==> src/rtl/gen_wave_pkg.sv <==
// rtl/gen_wave_pkg.sv - mode encodings and phase-length helpers for gen_wave_param
package gen_wave_pkg;

   typedef enum logic [1:0] {
      MODE_PARAB = 2'd0,
      MODE_TRI   = 2'd1,
      MODE_SAW   = 2'd2,
      MODE_SQR   = 2'd3
   } mode_e;

   // Q = samples per quarter period, P = samples per full period
   function automatic int quarter_len(input int n_log);
      return 1 << n_log;
   endfunction

   function automatic int period_len(input int n_log);
      return 4 << n_log;
   endfunction

endpackage

==> src/rtl/gen_wave_phase.sv <==
// rtl/gen_wave_phase.sv - phase counter, wrap detect and one-clk period sync pulse
module gen_wave_phase
   import gen_wave_pkg::*;
#(
   parameter int N_LOG = 4
) (
   input  logic               clk_i,
   input  logic               rst_i,
   input  logic               ce_i,
   output logic [N_LOG-1:0]   k_o,
   output logic               desc_o,
   output logic [N_LOG+1:0]   n_nxt_o,
   output logic               wrap_o,
   output logic               sync_o
);

   localparam int P = period_len(N_LOG);
   localparam logic [N_LOG+1:0] N_LAST = (N_LOG+2)'(P - 1);

   logic [N_LOG+1:0] n_q, n_d;
   logic             sync_q, sync_d;

   always_comb begin
      n_d    = ce_i ? n_q + (N_LOG+2)'(1) : n_q;
      wrap_o = ce_i && (n_q == N_LAST);
      sync_d = wrap_o;
   end

   always_ff @(posedge clk_i) begin
      if (rst_i) begin
         n_q    <= '0;
         sync_q <= 1'b0;
      end else begin
         n_q    <= n_d;
         sync_q <= sync_d;
      end
   end

   // Odd quarters run the magnitude downwards
   assign k_o     = n_q[N_LOG-1:0];
   assign desc_o  = n_q[N_LOG];
   assign n_nxt_o = n_d;
   assign sync_o  = sync_q;

endmodule

==> src/rtl/gen_wave_param.sv <==
// rtl/gen_wave_param.sv - parameterised parabola/triangle/sawtooth/square generator
// with pending-mode switch applied only at period wrap.
module gen_wave_param
   import gen_wave_pkg::*;
#(
   parameter int W     = 10,
   parameter int N_LOG = 4
) (
   input  logic                clk,
   input  logic                rst,
   input  logic                ce,
   input  logic [1:0]          mode,
   input  logic                mode_ld,
   output logic signed [W-1:0] wave,
   output logic                sync,
   output logic [1:0]          mode_act
);

   localparam int NB = N_LOG + 2;
   localparam int MW = 2*N_LOG + 1;
   localparam int Q  = quarter_len(N_LOG);
   localparam logic [W-1:0] QSQ = W'(Q*Q);

   logic [N_LOG-1:0]     k_cur;
   logic                 desc_cur;
   logic [NB-1:0]        n_nxt;
   logic                 wrap;

   mode_e                mode_act_q, mode_act_d, pend_mode_q, pend_mode_d;
   logic                 pend_q, pend_d;
   logic [MW-1:0]        mag_q, mag_d;
   logic signed [W-1:0]  wave_q, wave_d;

   logic [N_LOG-1:0]     k_nx;
   logic [N_LOG:0]       k_mir;
   logic [W-1:0]         tri_mag, par_mag;
   logic signed [NB-1:0] saw_base;
   logic signed [W-1:0]  saw_ext;

   gen_wave_phase #(.N_LOG(N_LOG)) u_phase (
      .clk_i   (clk),
      .rst_i   (rst),
      .ce_i    (ce),
      .k_o     (k_cur),
      .desc_o  (desc_cur),
      .n_nxt_o (n_nxt),
      .wrap_o  (wrap),
      .sync_o  (sync)
   );

   // A strobe in the wrapping cycle is folded in before the switch decision
   always_comb begin
      pend_d      = pend_q;
      pend_mode_d = pend_mode_q;
      mode_act_d  = mode_act_q;
      if (mode_ld) begin
         pend_d      = 1'b1;
         pend_mode_d = mode_e'(mode);
      end
      if (wrap && pend_d) begin
         mode_act_d = pend_mode_d;
         pend_d     = 1'b0;
      end
   end

   // Running k^2 / (Q-k)^2 tracked for every mode so a switch lands on a valid value
   always_comb begin
      mag_d = mag_q;
      if (ce) begin
         if (!desc_cur) mag_d = mag_q + MW'({k_cur, 1'b1});
         else           mag_d = mag_q - MW'({~k_cur, 1'b1});
      end
   end

   always_comb begin
      k_nx     = n_nxt[N_LOG-1:0];
      k_mir    = (N_LOG+1)'(Q) - {1'b0, k_nx};
      tri_mag  = n_nxt[N_LOG] ? (W'(k_mir) << N_LOG) : (W'(k_nx) << N_LOG);
      par_mag  = W'(mag_d);
      saw_base = {~n_nxt[NB-1], n_nxt[NB-2:0]};
      saw_ext  = {{(W-NB){saw_base[NB-1]}}, saw_base};
      wave_d   = '0;
      unique case (mode_act_d)
         MODE_PARAB: wave_d = n_nxt[NB-1] ? -$signed(par_mag) : $signed(par_mag);
         MODE_TRI:   wave_d = n_nxt[NB-1] ? -$signed(tri_mag) : $signed(tri_mag);
         MODE_SAW:   wave_d = saw_ext <<< (N_LOG-1);
         MODE_SQR:   wave_d = n_nxt[NB-1] ? -$signed(QSQ) : $signed(QSQ);
         default:    wave_d = '0;
      endcase
   end

   always_ff @(posedge clk) begin
      if (rst) begin
         mode_act_q  <= MODE_PARAB;
         pend_mode_q <= MODE_PARAB;
         pend_q      <= 1'b0;
         mag_q       <= '0;
         wave_q      <= '0;
      end else begin
         mode_act_q  <= mode_act_d;
         pend_mode_q <= pend_mode_d;
         pend_q      <= pend_d;
         mag_q       <= mag_d;
         if (ce) wave_q <= wave_d;
      end
   end

   assign wave     = wave_q;
   assign mode_act = mode_act_q;

endmodule

==> config.mk <==
export PLATFORM = sky130hd
export DESIGN_NAME = gen_wave_param
export DESIGN_NICKNAME = d
export VERILOG_FILES = /design/src/rtl/gen_wave_pkg.sv /design/src/rtl/gen_wave_phase.sv /design/src/rtl/gen_wave_param.sv
export SDC_FILE = /design/constraint.sdc
export NUM_CORES = 1
export LEC_CHECK = 0
export ABC_AREA = 0
export CAP_MARGIN = 30
export CORE_ASPECT_RATIO = 1.5
export CORE_MARGIN = 2
export CORE_UTILIZATION = 40
export DETAILED_ROUTE_END_ITERATION = 6
export GPL_TIMING_DRIVEN = 0
export PLACE_DENSITY_LB_ADDON = 0.25
export SLEW_MARGIN = 20
export SYNTH_ARGS = -nofsm -noshare
export SYNTH_HDL_FRONTEND = slang
export SYNTH_HIERARCHICAL = 1
export SYNTH_SLANG_ARGS = --single-unit
export TNS_END_PERCENT = 20
==> constraint.sdc <==
create_clock -name clk -period 5.2 [get_ports clk]
set_clock_uncertainty 0.05 [all_clocks]
set_input_delay 0.52 -clock clk [delete_from_list [all_inputs] [get_ports clk]]
set_output_delay 0.52 -clock clk [all_outputs]
set_load 0.01 [all_outputs]
Yosys cells after proc, flatten, opt, wreduce, memory -nomap -nowiden:

Index checks and enable logic that the tools add are counted.

* bits in registers: 31
* bits of input ports: 6

* add/subtract/negate cells: 6
* equality and inequality tests: 4
* multiplexer cells: 11
* bitwise gates (word level): 2
* reduce and logical (&&, ||, !) cells: 4

Operator list (count)
* $pmux 10 s4: 1
* $mux 10: 3
* $mux 9: 3
* $neg 9->10: 2
* $add 9x5->9: 1
* $sub 9x5->9: 1
* $add 6x1->6 const B: 1
* $eq 6x6->1 const B: 1
* $mux 6: 1
* $sub 5x4->5 const A: 1
* $eq 2x2->1 const B: 2
* $mux 2: 2
* $not 4->4: 1
* $eq 2x1->1 const B: 1
* $logic_and 1x1->1: 2
* $logic_not 2->1: 1
* $reduce_or 2->1: 1
* $mux 1: 1
* $not 1->1: 1

Longest topological paths before layout:

* word-level depth: 7
* depth in mapped cells: 13
* mapped depth without buffers: 12

Cells and area by module:

The synthesis kept the hierarchy.

By module, submodules not included
* gen_wave_param: instances 1, cells an instance 247, area each 1905.6 µm², seq. area each 480.5 µm²
* gen_wave_phase: instances 1, cells an instance 35, area each 350.3 µm², seq. area each 140.1 µm²

Worst setup path after synthesis:

OpenSTA, ideal clock, no wires.

* kind: input-to-reg
* start: input ce
* end: register wave_q[6], in the netlist wave[6]
* setup time: 0.142 ns
* data arrival time: 2.416 ns
* path slack: 2.592 ns
* stages: 12
* buffers on the path: 3
* path through: buf_6 > buf_2 > buf_1 > nand2_1 > o21ai_0 > ha_1 > inv_1 > a211oi_1 > o311ai_0 > o31ai_1 > mux2i_1 > a311oi_1

* word-level cells in the longest chain between the ends: 6

Ends and longest elaborated chain
* from (decl): RTL line gen_wave_param.sv:11 `input logic ce,`
* $mux 6: RTL line gen_wave_phase.sv:24 `n_d = ce_i ? n_q + (N_LOG+2)'(1) : n_q;`
* $sub 5x4->5: RTL line gen_wave_param.sv:77 `k_mir = (N_LOG+1)'(Q) - {1'b0, k_nx};`
* $mux 9: RTL line gen_wave_param.sv:78 `tri_mag = n_nxt[N_LOG] ? (W'(k_mir) << N_LOG) : (W'(k_nx) << N_LOG);`
* $neg 9->10: RTL line gen_wave_param.sv:85 `MODE_TRI: wave_d = n_nxt[NB-1] ? -$signed(tri_mag) : $signed(tri_mag);`
* $mux 10: RTL line gen_wave_param.sv:85
* $pmux 10 s4: RTL line gen_wave_param.sv:83 `unique case (mode_act_d)`
* to (signal assigned): RTL line gen_wave_param.sv:104 `if (ce) wave_q <= wave_d;`
* to (decl): RTL line gen_wave_param.sv:32 `logic signed [W-1:0] wave_q, wave_d;`

Parallel ways exist; a longest one is shown, timed or not.
A chain may end at the register's enable or synchronous reset.

Worst setup path in the final report:

Same ends and word-level chain as after synthesis.

==> flow_summary.json <==
{
  "outcome": "finished, final reports clean",
  "hpwlAfterDp_mm": 4.35,
  "max-cap-violations": 0,
  "synth_top_family_by_area": "simple AND/OR/NAND/NOR gates",
  "die_h_um": 96.0,
  "whs_path_depth": 2,
  "synth_fa_ha_area_share_pct": 6.99,
  "root_buffer": "clkbuf_8",
  "synth_top_cell_area_share_pct": 27.5,
  "grt_pass1_wl_mm": 9.43,
  "synth-seq-cells": 31,
  "crit_slowest_cell": "clkdlybuf4s50_1",
  "period_share_pct": 69.4,
  "synth_mux_area_share_pct": 4.16,
  "cts.hold.buffers_added": 0,
  "vias": 2090,
  "slew_viol_final": 0,
  "critPathRequiredTime_ns": 5.29,
  "syn_nets": 300,
  "numCtsBuffers": 5,
  "clk_latency_ns": 0.28,
  "post_cts_buffers": 0,
  "ys_seq_area_share_pct": 27.5,
  "vias_per_cell": 5.54,
  "clock_path_buffers": 2,
  "avgSynthCellArea_um2": 8.00,
  "yosysWarnings": 6,
  "num_antenna_cells": 0,
  "synth_area_mm2": 0.00226,
  "max_stage_delay_ns": 0.64,
  "post_drt_wl_per_cell_um": 14.9,
  "crit_chain": "clkdlybuf4s50_1 > buf_6 > buf_2 > buf_1 > nand2_1 > o21ai_0 > ha_1 > inv_1 > a211oi_1 > o311ai_0 > o31ai_1 > mux2i_1 > a311oi_1",
  "r2r.worst_path.cells": 12,
  "grt.total_usage_pct": 19.5,
  "crit_fanout": 10,
  "maxSlewHeadroom_pct": 47.6,
  "finalSetupTns_ns": 0,
  "yosys-top-cells-area": "dfxtp_1 (28%), nor2_1 (7.2%), ha_1 (6.1%)",
  "final_layout_size_suffix_gt1_share_pct": 7.17,
  "final_hold_viol_count": 0,
  "synthToLayoutAreaGrowth_pct": 15.9,
  "layout_min_cycle_time_ns": 3.61,
  "synth_compound_area_share_pct": 23.9,
  "worst_setup_path_end_kind": "flop",
  "core_area_mm2": 0.00545,
  "cts_resized": 0,
  "row_count": 33,
  "nets": 324,
  "wl_mm": 5.63,
  "die_area_mm2": 0.00627,
  "gr-total-overflow": 0,
  "cts_tree": "built",
  "tightest_slew_ns": 0.786,
  "async_flop_share_pct": 0,
  "numPortBuffers": 17,
  "die_w_um": 65.3,
  "p_leak_uw": 0.000987,
  "r2r_setup_slack_ns": 2.19,
  "start_kind": "input port",
  "grt_max_degree": 12,
  "worstPathArrival_ns": 3.70,
  "min_path_type": "reg -> reg",
  "synth_ff_type": "dfxtp_1",
  "rsz0062_at_grt": "false",
  "antenna_left": 0,
  "ios": 19,
  "power.density_mw_per_mm2": 235,
  "gp_congestion": 0.850,
  "finalPower_uw": 614,
  "grt_pass1_vias": 2079,
  "setup_viol": 0,
  "synth_cells": 282,
  "clkSlewWorstSetupHoldPaths_ns": 0.07,
  "synth_xor_area_share_pct": 7.71,
  "min_delay_worst_endpoint": "wave[3]",
  "reg2reg_from": "u_phase/n_q[0]",
  "yosysUniqueCellTypes": 60,
  "start_util_pct": 41.4,
  "drt_iter0_markers": 104,
  "synth_edf_count": 0,
  "dr.pass1.iters": 4,
  "synthSimpleGateAreaFrac_pct": 24.2,
  "irDropWorstVdd_v": 0.000181,
  "grt_antenna_before_repair": 0,
  "clock.fmax_ghz": 0.277,
  "remaining_drc_errors": 0,
  "yosysTopAreaCell": "dfxtp_1",
  "fillers": 564,
  "r2r_end": "wave[6]",
  "clock-sinks": 31,
  "h-tree-depth": 2,
  "crit_type": "in -> reg",
  "hold_start": "wave[3]"
}
[stage by stage]
step	cells	hold slack [ns]	setup slack, ns	instance area (um2)	util, %
6_report	377	0.414	1.59	2610	48.0
5_1_grt	377	0.445	1.28	2610	48.0
4_1_cts	377	0.420	1.61	2610	48.0
3_5_place_dp	369	0.411	1.33	2510	46.1
3_3_place_gp	369	0.404	1.29	2510	46.1
2_1_floorplan	282	0.411	2.59	2260	-
[area by class of cell]
cell class              count  area [um2]  area share [%]
plain buffers              18        91.3            3.49
clock buffers               8         100            3.83
inverters                   9        33.8            1.29
multi-input cells         224        1510            57.8
flip-flops and latches     31         621            23.7
well taps                  70        87.6            3.35
repair buffers             17         170            6.51
[how the worst max path moves through the flow]
stage,from,endpoint,slack (ns)
after floorplan,ce,wave[6],2.59
after global placement,ce,wave[6],1.29
after detailed placement,ce,wave[6],1.33
after CTS,ce,wave[6],1.61
after global routing,ce,wave[6],1.28
final,ce,wave[6],1.59
[cells by family after synthesis]
logic type / after synthesis
AO/OA/AOI/OAI: 74
XOR/XNOR: 19
adder cells (fa/ha/maj): 12
buffers and inverters: 27
flip-flops: 31
multiplexers: 9
AND/OR/NAND/NOR: 110
[power by group]
part | leakage, uW | internal (uW) | switching [uW] | total [uW]
sequential | 0.000254 | 251 | 10.9 | 262
combinational | 0.000681 | 63.6 | 79.0 | 143
clock | 0.0000515 | 121 | 88.6 | 209
total | 0.000987 | 435 | 179 | 614
[sequential cells by signal, indices dropped and copies added (netlist names)]
| name | cells |
|---|---|
| mode_act | 2 |
| u_phase/sync_o | 1 |
| pend_mode_q | 2 |
| u_phase/n_q | 6 |
| mag_q | 9 |
| pend_q | 1 |
| wave | 10 |
[cells in the mapped netlist, drive strengths merged, types with 2 or more instances]
| library cell | instances |
|---|---|
| a211oi | 6 |
| a21o | 4 |
| a21oi | 12 |
| a221o | 2 |
| a221oi | 5 |
| a22oi | 2 |
| a311oi | 2 |
| a31oi | 3 |
| a41oi | 2 |
| and2 | 2 |
| and2b | 2 |
| buf | 7 |
| clkbuf | 11 |
| dfxtp | 31 |
| ha | 11 |
| inv | 9 |
| mux2 | 3 |
| mux2i | 6 |
| nand2 | 18 |
| nand2b | 3 |
| nand3 | 9 |
| nand4 | 3 |
| nor2 | 44 |
| nor2b | 11 |
| nor3 | 5 |
| nor4 | 2 |
| o211ai | 2 |
| o21a | 5 |
| o21ai | 12 |
| o311ai | 4 |
| o31ai | 3 |
| o32ai | 3 |
| or2 | 2 |
| or3 | 3 |
| xnor2 | 12 |
| xor2 | 7 |
[cells in the final DEF (no fill, tap or decap), types with 7 or more instances in the layout]
master           instances
ha_1                    11
nand2_1                 18
clkbuf_1                12
a21oi_1                 12
o21ai_0                 11
clkbuf_8                 7
clkdlybuf4s50_1         17
nor2_1                  43
xnor2_1                 11
nand3_1                  9
xor2_1                   7
dfxtp_1                 31
nor2b_1                 11
inv_1                    9
[worst max-delay path, delay by kind of cell]
kind / cells / cell delay [ns]
AO/OA/AOI/OAI: 5 / 1.07
AND/OR/NAND/NOR: 1 / 0.09
multiplexers: 1 / 0.25
buffers and inverters: 5 / 1.54
adder cells (fa/ha/maj): 1 / 0.21
[routing by layer]
| metal | vias to the layer above | GRT usage, % | routed length, um | part of all wire [%] |
|---|---|---|---|---|
| li1 | 1072 | - | - | - |
| met1 | 972 | 21.8 | 2410 | 43 |
| met2 | 32 | 35.5 | 2890 | 51 |
| met3 | 14 | 2.34 | 120 | 2.1 |
| met4 | 0 | 10.4 | 212 | 3.8 |
| met5 | - | 0 | 0 | 0 |
Note: power is estimated with default switching activity, not from simulation.
